[config.mk]
export PLATFORM = sky130hd
export DESIGN_NAME = bk_operand_packer_flat
export DESIGN_NICKNAME = d
export VERILOG_FILES = /design/src/rtl/bk_pkg.sv /design/src/rtl/bk_operand_packer_if.sv /design/src/rtl/bk_pair_fifo.sv /design/src/rtl/bk_operand_packer.sv /design/src/flat_wrapper.sv
export SDC_FILE = /design/constraint.sdc
export NUM_CORES = 1
export LEC_CHECK = 0
export BUFFER_PORTS_ARGS = -buffer_cell sky130_fd_sc_hd__buf_2
export CORE_ASPECT_RATIO = 0.7
export CORE_UTILIZATION = 35
export DETAILED_ROUTE_END_ITERATION = 12
export SLEW_MARGIN = 20
export SYNTH_ARGS = -nofsm -noshare
export SYNTH_HDL_FRONTEND = slang
export SYNTH_HIERARCHICAL = 1
export SYNTH_SLANG_ARGS = --single-unit
[constraint.sdc]
create_clock -name clk -period 2.1 [get_ports clk]
set_input_delay 0.21 -clock clk [delete_from_list [all_inputs] [get_ports clk]]
set_output_delay 0.21 -clock clk [all_outputs]
set_load 0.01 [all_outputs]
[src/rtl/bk_pkg.sv]
// Shared constants, FSM state encoding and the A/B bit-interleave helper
// for the Brent-Kung operand packer.
package bk_pkg;

  localparam int unsigned WIDTH = 12;
  localparam int unsigned NIB   = 4;
  localparam int unsigned NB    = WIDTH / NIB;
  localparam int unsigned CNT_W = (NB > 1) ? $clog2(NB) : 1;
  localparam int unsigned OP_W  = 2 * WIDTH;

  typedef logic [OP_W-1:0] pair_t;

  typedef enum logic [1:0] {
    S_A    = 2'd0,
    S_B    = 2'd1,
    S_PUSH = 2'd2
  } state_t;

  // Adder input ordering: bit 2i carries A[i], bit 2i+1 carries B[i].
  function automatic pair_t interleave(input logic [WIDTH-1:0] a,
                                       input logic [WIDTH-1:0] b);
    pair_t r;
    r = '0;
    for (int i = 0; i < int'(WIDTH); i++) begin
      r[2*i]   = a[i];
      r[2*i+1] = b[i];
    end
    return r;
  endfunction

endpackage

[src/rtl/bk_operand_packer_if.sv]
// Nibble-serial input stream and interleaved operand output of the packer.
interface bk_operand_packer_if;

  logic                     in_valid;
  logic                     in_ready;
  logic [bk_pkg::NIB-1:0]   in_data;
  logic                     in_last;
  logic                     out_valid;
  logic                     out_ready;
  logic [bk_pkg::OP_W-1:0]  out_operands;
  logic [1:0]               occupancy;
  logic                     err_framing;

  modport master (
    output in_valid, in_data, in_last, out_ready,
    input  in_ready, out_valid, out_operands, occupancy, err_framing
  );

  modport slave (
    input  in_valid, in_data, in_last, out_ready,
    output in_ready, out_valid, out_operands, occupancy, err_framing
  );

endinterface

[src/rtl/bk_pair_fifo.sv]
// Two-entry register FIFO for assembled operand pairs; head entry is read
// straight from a flop so the adder sees a stable registered bus.
module bk_pair_fifo
  import bk_pkg::*;
(
  input  logic       clk,
  input  logic       rst_n,
  input  logic       push,
  input  pair_t      push_data,
  input  logic       pop,
  output pair_t      rd_data,
  output logic [1:0] occupancy
);

  pair_t      mem0_q, mem0_d;
  pair_t      mem1_q, mem1_d;
  logic [1:0] occ_q, occ_d;

  always_comb begin
    mem0_d = mem0_q;
    mem1_d = mem1_q;
    occ_d  = occ_q;
    unique case ({push, pop})
      2'b10: begin
        if (occ_q == 2'd0) mem0_d = push_data;
        else               mem1_d = push_data;
        occ_d = occ_q + 2'd1;
      end
      2'b01: begin
        mem0_d = mem1_q;
        occ_d  = occ_q - 2'd1;
      end
      2'b11: begin
        // Pop and push together: occupancy holds, new data lands behind the survivor.
        if (occ_q == 2'd1) begin
          mem0_d = push_data;
        end else begin
          mem0_d = mem1_q;
          mem1_d = push_data;
        end
      end
      default: ;
    endcase
  end

  always_ff @(posedge clk or negedge rst_n) begin
    if (!rst_n) begin
      mem0_q <= '0;
      mem1_q <= '0;
      occ_q  <= 2'd0;
    end else begin
      mem0_q <= mem0_d;
      mem1_q <= mem1_d;
      occ_q  <= occ_d;
    end
  end

  assign rd_data   = mem0_q;
  assign occupancy = occ_q;

endmodule

[src/rtl/bk_operand_packer.sv]
// Assembles nibble-serial A then B operands into the interleaved Brent-Kung
// adder input bus and queues them in a 2-entry FIFO.
module bk_operand_packer
  import bk_pkg::*;
#(
  parameter int unsigned DEPTH = 2
) (
  input logic                clk,
  input logic                rst_n,
  bk_operand_packer_if.slave bus
);

  if ((WIDTH % NIB) != 0) begin : g_bad_nib
    $error("bk_operand_packer: WIDTH must be a multiple of NIB");
  end
  if (DEPTH != 2) begin : g_bad_depth
    $error("bk_operand_packer: only DEPTH=2 is supported");
  end

  localparam logic [CNT_W-1:0] CNT_LAST = CNT_W'(NB - 1);

  state_t             state_q, state_d;
  logic [CNT_W-1:0]   cnt_q, cnt_d;
  logic [WIDTH-1:0]   a_q, a_d;
  logic [WIDTH-1:0]   b_q, b_d;
  logic               in_ready_q, in_ready_d;
  logic               err_q, err_d;
  logic               beat, push, pop, last_beat;
  logic [1:0]         occupancy;
  pair_t              head;

  assign beat      = bus.in_valid & in_ready_q;
  assign pop       = (occupancy != 2'd0) & bus.out_ready;
  assign last_beat = (cnt_q == CNT_LAST);

  always_comb begin
    state_d = state_q;
    cnt_d   = cnt_q;
    a_d     = a_q;
    b_d     = b_q;
    err_d   = 1'b0;
    push    = 1'b0;
    unique case (state_q)
      S_A: begin
        if (beat) begin
          if (bus.in_last) begin
            err_d   = 1'b1;
            cnt_d   = '0;
          end else begin
            a_d[cnt_q*NIB +: NIB] = bus.in_data;
            cnt_d = last_beat ? '0 : cnt_q + 1'b1;
            if (last_beat) state_d = S_B;
          end
        end
      end
      S_B: begin
        if (beat) begin
          // in_last must coincide exactly with the final B nibble.
          if (bus.in_last != last_beat) begin
            err_d   = 1'b1;
            cnt_d   = '0;
            state_d = S_A;
          end else begin
            b_d[cnt_q*NIB +: NIB] = bus.in_data;
            cnt_d = last_beat ? '0 : cnt_q + 1'b1;
            if (last_beat) state_d = S_PUSH;
          end
        end
      end
      S_PUSH: begin
        if ((occupancy != 2'd2) || pop) begin
          push    = 1'b1;
          state_d = S_A;
        end
      end
      default: begin
        state_d = S_A;
        cnt_d   = '0;
      end
    endcase
    in_ready_d = (state_d != S_PUSH);
  end

  always_ff @(posedge clk or negedge rst_n) begin
    if (!rst_n) begin
      state_q    <= S_A;
      cnt_q      <= '0;
      a_q        <= '0;
      b_q        <= '0;
      in_ready_q <= 1'b1;
      err_q      <= 1'b0;
    end else begin
      state_q    <= state_d;
      cnt_q      <= cnt_d;
      a_q        <= a_d;
      b_q        <= b_d;
      in_ready_q <= in_ready_d;
      err_q      <= err_d;
    end
  end

  bk_pair_fifo u_fifo (
    .clk       (clk),
    .rst_n     (rst_n),
    .push      (push),
    .push_data (interleave(a_q, b_q)),
    .pop       (pop),
    .rd_data   (head),
    .occupancy (occupancy)
  );

  assign bus.in_ready     = in_ready_q;
  assign bus.err_framing  = err_q;
  assign bus.out_valid    = (occupancy != 2'd0);
  assign bus.out_operands = head;
  assign bus.occupancy    = occupancy;

endmodule

[src/flat_wrapper.sv]
// flat-port wrapper written by rule: the top's interface ports become plain ports
module bk_operand_packer_flat import bk_pkg::*;
#(
  parameter int unsigned DEPTH = 2
)
  (clk, rst_n, bus_in_valid, bus_in_data, bus_in_last, bus_out_ready, bus_in_ready, bus_out_valid, bus_out_operands, bus_occupancy, bus_err_framing);
  bk_operand_packer_if bus_i ();
  input logic clk;
  input logic rst_n;
  input wire logic [$bits(bus_i.in_valid)-1:0] bus_in_valid;
  input wire logic [$bits(bus_i.in_data)-1:0] bus_in_data;
  input wire logic [$bits(bus_i.in_last)-1:0] bus_in_last;
  input wire logic [$bits(bus_i.out_ready)-1:0] bus_out_ready;
  output wire logic [$bits(bus_i.in_ready)-1:0] bus_in_ready;
  output wire logic [$bits(bus_i.out_valid)-1:0] bus_out_valid;
  output wire logic [$bits(bus_i.out_operands)-1:0] bus_out_operands;
  output wire logic [$bits(bus_i.occupancy)-1:0] bus_occupancy;
  output wire logic [$bits(bus_i.err_framing)-1:0] bus_err_framing;
  assign bus_i.in_valid = bus_in_valid;
  assign bus_i.in_data = bus_in_data;
  assign bus_i.in_last = bus_in_last;
  assign bus_i.out_ready = bus_out_ready;
  assign bus_in_ready = bus_i.in_ready;
  assign bus_out_valid = bus_i.out_valid;
  assign bus_out_operands = bus_i.out_operands;
  assign bus_occupancy = bus_i.occupancy;
  assign bus_err_framing = bus_i.err_framing;
  bk_operand_packer #(.DEPTH(DEPTH)) u_core (.clk(clk), .rst_n(rst_n), .bus(bus_i));
endmodule
# --- After elaboration in Yosys (flattened, before gate mapping) ---
# Index checks and enable logic that the tools add are counted.
word_totals:
  regBits: 80
  latchBits: 0
  ram_bits: 0
  romBits: 0
  input_bits: 9
  output_inout_bits: 29
  word_cells: 77
  mem_count: 0
op_classes:
  add_sub_neg: 4
  mul: 0
  div: 0
  magnitude_cmp: 0
  n_eq_ne: 15
  shift: 2
  n_mux: 30
  n_bitwise: 5
  reduce_logical: 12
op_table:
  columns: ["op", "count"]
  rows:
  - ["$mux W24", 4]
  - ["$pmux W24 S3", 1]
  - ["$pmux W24 S2", 1]
  - ["$neg A4 Y34", 1]
  - ["$shift A4 B34 Y12 const A", 1]
  - ["$shiftx A4 B34 Y12", 1]
  - ["$bwmux W12", 2]
  - ["$mux W2", 12]
  - ["$pmux W2 S3", 2]
  - ["$reduce_and A3 Y1", 4]
  - ["$ne A2 B2 Y1 const B", 5]
  - ["$eq A2 B2 Y1 const B", 4]
  - ["$eq A2 B1 Y1 const B", 3]
  - ["$mux W1", 6]
  - ["$reduce_bool A2 Y1", 3]
  - ["$add A2 B1 Y2 const B", 2]
  - ["$logic_not A2 Y1", 2]
  - ["$ne A2 B1 Y1 const B", 2]
  - ["$pmux W2 S2", 1]
  - ["$not A1 Y1", 3]
  - ["$reduce_bool A3 Y1", 1]
  - ["$and A1 B1 Y1", 2]
  - ["$pmux W1 S2", 1]
  - ["$reduce_and A2 Y1", 1]
  - ["other kinds (3)", 3]

# --- Longest topological paths before layout ---
logic_depth:
  word_depth: 8
  mapped_depth: 10
  depth_no_buf: 7

# --- By module ---
# Netlist, hierarchy kept.
modules_own_cells:
  columns: ["module", "n_inst", "cells_per_inst", "area_per_inst_um2", "seq_area_each_um2"]
  rows:
  - ["bk_pair_fifo", 1, 213, 2431.1, 1251.2]
  - ["bk_operand_packer", 1, 109, 1410.1, 752.0]

# --- Worst setup path before layout ---
# OpenSTA, ideal clock, no wires.
synth_timing:
  kind: "register -> register"
  from: "register u_core.u_fifo.occ_q[0] (netlist: u_core/u_fifo/occupancy[0])"
  to: "register u_core.u_fifo.mem1_q[0]"
  setup_ns: 0.125
  t_arrival_ns: 2.064
  required_time_ns: 1.975
  setup_slack_ns: -0.089
  stages_incl_launch_ff: 9
  cell_sequence: "dfrtp_1 > or2_2 > and2_1 > ha_1 > a22oi_1 > o21a_1 > buf_6 > buf_12 > mux2_4"
synth_via:
  elab_chain_cells: 8
  word_cells_on_any_way: 15
synth_rtl:
  columns: ["item", "line", "text"]
  rows:
  - ["start, declared", "bk_pair_fifo.sv:17", "logic [1:0] occ_q, occ_d;"]
  - ["start signal, assigned", "bk_pair_fifo.sv:50", "occ_q <= 2'd0;"]
  - ["start signal, assigned", "bk_pair_fifo.sv:54", "occ_q <= occ_d;"]
  - ["$reduce_bool A2 Y1 *", null, null]
  - ["net bus_out_valid", "flat_wrapper.sv:15", "output wire logic [$bits(bus_i.out_valid)-1:0] bus_out_valid;"]
  - ["$and A1 B1 Y1 *", "bk_operand_packer.sv:33", "assign pop = (occupancy != 2'd0) & bus.out_ready;"]
  - ["net u_core.pop", "bk_operand_packer.sv:28", "logic beat, push, pop, last_beat;"]
  - ["$logic_or A1 B1 Y1", "bk_operand_packer.sv:71", "if ((occupancy != 2'd2) || pop) begin"]
  - ["$mux W1", "bk_operand_packer.sv:71", null]
  - ["$mux W1", "bk_operand_packer.sv:43", "unique case (state_q)"]
  - ["$eq A2 B2 Y1", "bk_pair_fifo.sv:23", "unique case ({push, pop})"]
  - ["$ne A2 B2 Y1 (no source line) / $reduce_bool A2 Y1 (equally long branches)", null, null]
  - ["$reduce_and A3 Y1 (no source line)", null, null]
  - ["end signal, assigned", "bk_pair_fifo.sv:53", "mem1_q <= mem1_d;"]
  - ["end, declared", "bk_pair_fifo.sv:16", "pair_t mem1_q, mem1_d;"]
# Mark *: on every way through the listed nets, which the timed path passes. The rest lies on a longest branch.
# A chain may end at the register's enable or synchronous reset.

# --- Final worst setup path ---
layout_timing:
  from: "register u_core.u_fifo.occ_q[0] (netlist: u_core/u_fifo/occupancy[0])"
  to: "register u_core.u_fifo.mem1_q[0]"
layout_via:
  elab_chain_cells: 8
  word_cells_on_any_way: 15
layout_rtl:
  columns: ["item", "line"]
  rows:
  - ["$reduce_bool A2 Y1 *", "bk_operand_packer.sv:33"]
  - ["$and A1 B1 Y1 *", "bk_operand_packer.sv:33"]
  - ["net u_core.pop", "bk_operand_packer.sv:28"]
  - ["$logic_or A1 B1 Y1", "bk_operand_packer.sv:71"]
  - ["$mux W1", "bk_operand_packer.sv:71"]
  - ["$mux W1", "bk_operand_packer.sv:43"]
  - ["$eq A2 B2 Y1", "bk_pair_fifo.sv:23"]
  - ["$ne A2 B2 Y1 (no source line) / $reduce_bool A2 Y1 (equally long branches)", null]
  - ["$reduce_and A3 Y1 (no source line)", null]
# Marks and branches as above.

==> impl_results.md <==
- Vias/cell: 5.06
- Arrival time of the worst setup path: 2.26 ns
- Number of warnings issued by yosys: 6
- Deepest clock path buffer count: 2
- Number of max-capacitance violations reported: 0
- IO Count: 38
- Layout cells sized above 1: 35.6%
- Area growth from synthesis to layout: 20.0%
- Drc violations: 0
- Cell area after synthesis: 3840 sq um
- Drt first-iter violations: 193
- Crit start category: register
- Final antenna diode count: 0
- Area of the die: 11400 sq um
- Worst flop-to-flop path startpoint: u_core/u_fifo/occupancy[0]
- Pin count of the biggest net entering global routing: 44
- Routed len/inst: 16.5 um
- Antenna Violating Nets Remaining: 0
- Total half-perimeter wirelength after legalization and detailed placement: 6060 um
- Core Area: 10500 sq um
- TritonCTS Sinks: 80
- Transition time at the pin with the least slew margin: 0.503 ns
- Predominant post-synthesis flop cell: dfrtp_1
- Number of post-CTS setup repair buffers: 0
- Part of the total power dissipated in sequential elements: 42.8%
- Clk Latency, worst-skew pair: 0.34 ns
- Worst setup EP type: register
- Number of nets in the layout: 390
- Initial antenna violation count: 0
- Count of standard-cell rows: 31
- FFs w/ async S/R, synth: 100%
- Sum of internal, switching and leakage power: 4910 uW
- Worst hold margin: 0.198 ns
- Number of synthesized flops with an enable pin: 0
- CP Data Required Time: 2.33 ns
- Maximum cell stage delay along the critical path: 0.42 ns
- Clk slew on worst S/H paths: 0.06 ns
- First-pass GRT wire length: 14100 um
- Utilization after layout: 43.9%
- Yosys top cell area share: 51.5%
- Worst slew margin relative to its limit: 66.4%
- Internal power contribution: 3350 uW
- Critical path start-end classification: reg2reg
- # port buffers: 37
- Global placer's final weighted congestion: 0.762
- Power Dens Cells: 1070 nW/um^2
- Status: finished, final reports clean
- Sw Pwr: 1560 uW
- Unrepaired setup endpoints after global routing: false
- Synthesized netlist net count: 341
- Sequential element share of the synthesized area: 52.1%
- Startpoint of the tightest hold check path: bus_in_valid
- Total number of vias: 2652
- Count of TritonRoute iterations in the first routing pass: 4
- Cell with the largest stage delay on the worst path: dfrtp_2
- CTS tree: yes
- CP startpoint: u_core/u_fifo/occupancy[0]
- Crit path cell chain: or2_4, and2_4, ha_2, a22oi_2, o21a_4, clkbuf_16, mux2_4
- Worst supply voltage drop on vdd: 0.351 mV
- Biggest area contributors in the synthesized netlist: dfrtp_1, mux2_4, mux2_2
- Grt ovf: 0
- Part of the power in combinational logic: 27.1%
- Worst path top cell family by delay: simple AND/OR/NAND/NOR gates
- Cell leakage power: 0.00210 uW
- Max H-tree Level: 3
- Number of buffers created by CTS: 9
- Final slew viol count: 0
- Crit path buf inv count: 1
- Worst-path fanout max: 7
- Clock root buffer: clkbuf_16
- Number of endpoints with negative hold slack in the final report: 0
- Post-synthesis cell type with the largest combined area: dfrtp_1
- Min Clock Period, post-route: 2.03 ns
- Post-synthesis sequential element count: 80
- Maximum clock skew at final layout: 0.00684 ns
- Post-route clock period utilization: 96.6%
- Net switching fraction of the power: 31.8%
- Overall die height: 89.7 um
- Distinct cell type count of the synthesized netlist: 37
- All-layer global routing usage: 16.5%
- Starting utilization of the core area: 36.5%
- HP Class: in2reg
- Total Negative Setup Slacks: 0 ns
- Upper clock frequency limit: 493 MHz
- Number of endpoints failing setup at the final stage: 0
- Number of global-route vias before repair: 2598
- Die outline width: 127 um
- Number of instances in the synthesized netlist: 322
- Most frequent standard cell in the layout excluding fill and tap cells: dfrtp_1
- Final Non-Filler Cells: 524
- Routed Wire Length: 8650 um
- Most frequent cells in the layout: dfrtp_1, buf_2, nand3_1
- Part of the power in the clock network: 30.1%
- Average instance area after synthesis: 11.9 sq um
- Placed Cells incl. Taps: 505
==> what timing repair did <==
item | 4_1_cts | 5_1_grt
cloned | 0 | 2
endpoints found under the hold margin | 37 | 0
hold buffers | 1 | 0
pin swaps | 0 | 0
endpoints found under the setup margin | 19 | 45
resized for setup | 1 | 7
==> cell usage after synthesis, types with 2 or more instances <==
library cell / n
mux2_2: 23
o21ai_0: 26
dfrtp_1: 79
a31oi_1: 24
clkbuf_1: 9
nor2_1: 6
nand2_1: 2
buf_12: 2
xor2_1: 2
xnor2_1: 2
and2_1: 15
and3b_1: 2
nor3b_1: 2
mux2_4: 24
nand3_1: 29
buf_6: 6
nand2b_1: 5
a21oi_1: 27
inv_1: 7
ha_1: 10
buf_2: 4
==> worst register-to-register path, stage by stage, from the launching register on <==
cell and delay, ns:
dfrtp_2 0.42, or2_4 0.25, and2_4 0.17, ha_2 0.18, a22oi_2 0.17, o21a_4 0.24, clkbuf_16 0.19, mux2_4 0.30
==> sequential cells by signal (all words and copies together) (netlist names) <==
signal                   flops
u_core/a_q                  12
u_core/b_q                  12
u_core/cnt_q                 2
u_core/bus.in_ready          1
u_core/u_fifo/rd_data       24
u_core/u_fifo/mem1_q        24
u_core/state_q               2
u_core/u_fifo/occupancy      2
u_core/bus.err_framing       1
==> area by class of cell <==
cell class	count	area [sq um]
inverter	7	26.3
timing repair buffer	60	435
tap	148	185
sequential	80	2000
clock inverter	4	28.8
clock buffer	12	256
multi-input combinational	213	1670
fill	974	5900
==> power by group through the flow <==
stage / sequential (uW) / combinational [uW] / clock, uW
after floorplan: 2190 / 705 / 0
after global placement: 2110 / 1300 / 0
after detailed placement: 2120 / 1320 / 0
after CTS: 2100 / 1330 / 1530
after global routing: 2150 / 1490 / 1600
final: 2100 / 1330 / 1480
==> cells by family after synthesis <==
logic type	count (synthesis)	share of synthesized area (%)
multiplexers	48	16.4
adder cells (fa/ha/maj)	10	3.26
AND/OR/NAND/NOR	68	10.2
XOR/XNOR	4	0.912
AO/OA/AOI/OAI	83	12.1
flip-flops	80	52.2
buffers and inverters	29	5.02
==> through the flow <==
step	worst slack [ns]	area [sq um]
2_1_floorplan	0.00156	3840
3_3_place_gp	0.0128	4240
3_5_place_dp	0.00309	4240
4_1_cts	0.0415	4540
5_1_grt	0.00469	4610
6_report	0.0706	4610
==> final timing paths <==
| path | endpoint | slack (ns) | depth (start not counted) |
|---|---|---|---|
| worst max-delay path | u_core/u_fifo/mem1_q[0] | 0.07 | 7 |
| worst max register to register | u_core/u_fifo/mem1_q[0] | 0.07 | 7 |
| worst min register to register | u_core/u_fifo/mem1_q[14] | 0.51 | 1 |
| max in group asynchronous | u_core/bus.in_ready | 1.05 | 3 |
| worst min-delay path | u_core/bus.err_framing | 0.20 | 3 |
| min in group asynchronous | u_core/u_fifo/mem1_q[0] | 0.39 | 2 |
==> metal layers <==
layer / vias to the layer above / global-route usage [%] / routed length, um
li1: 1258 / - / -
met1: 1315 / 24.5 / 4670
met2: 70 / 23.1 / 3410
met3: 9 / 4.86 / 500
met4: 0 / 4.55 / 68
met5: - / 0 / 0
Power figures use the tool's default switching activity.
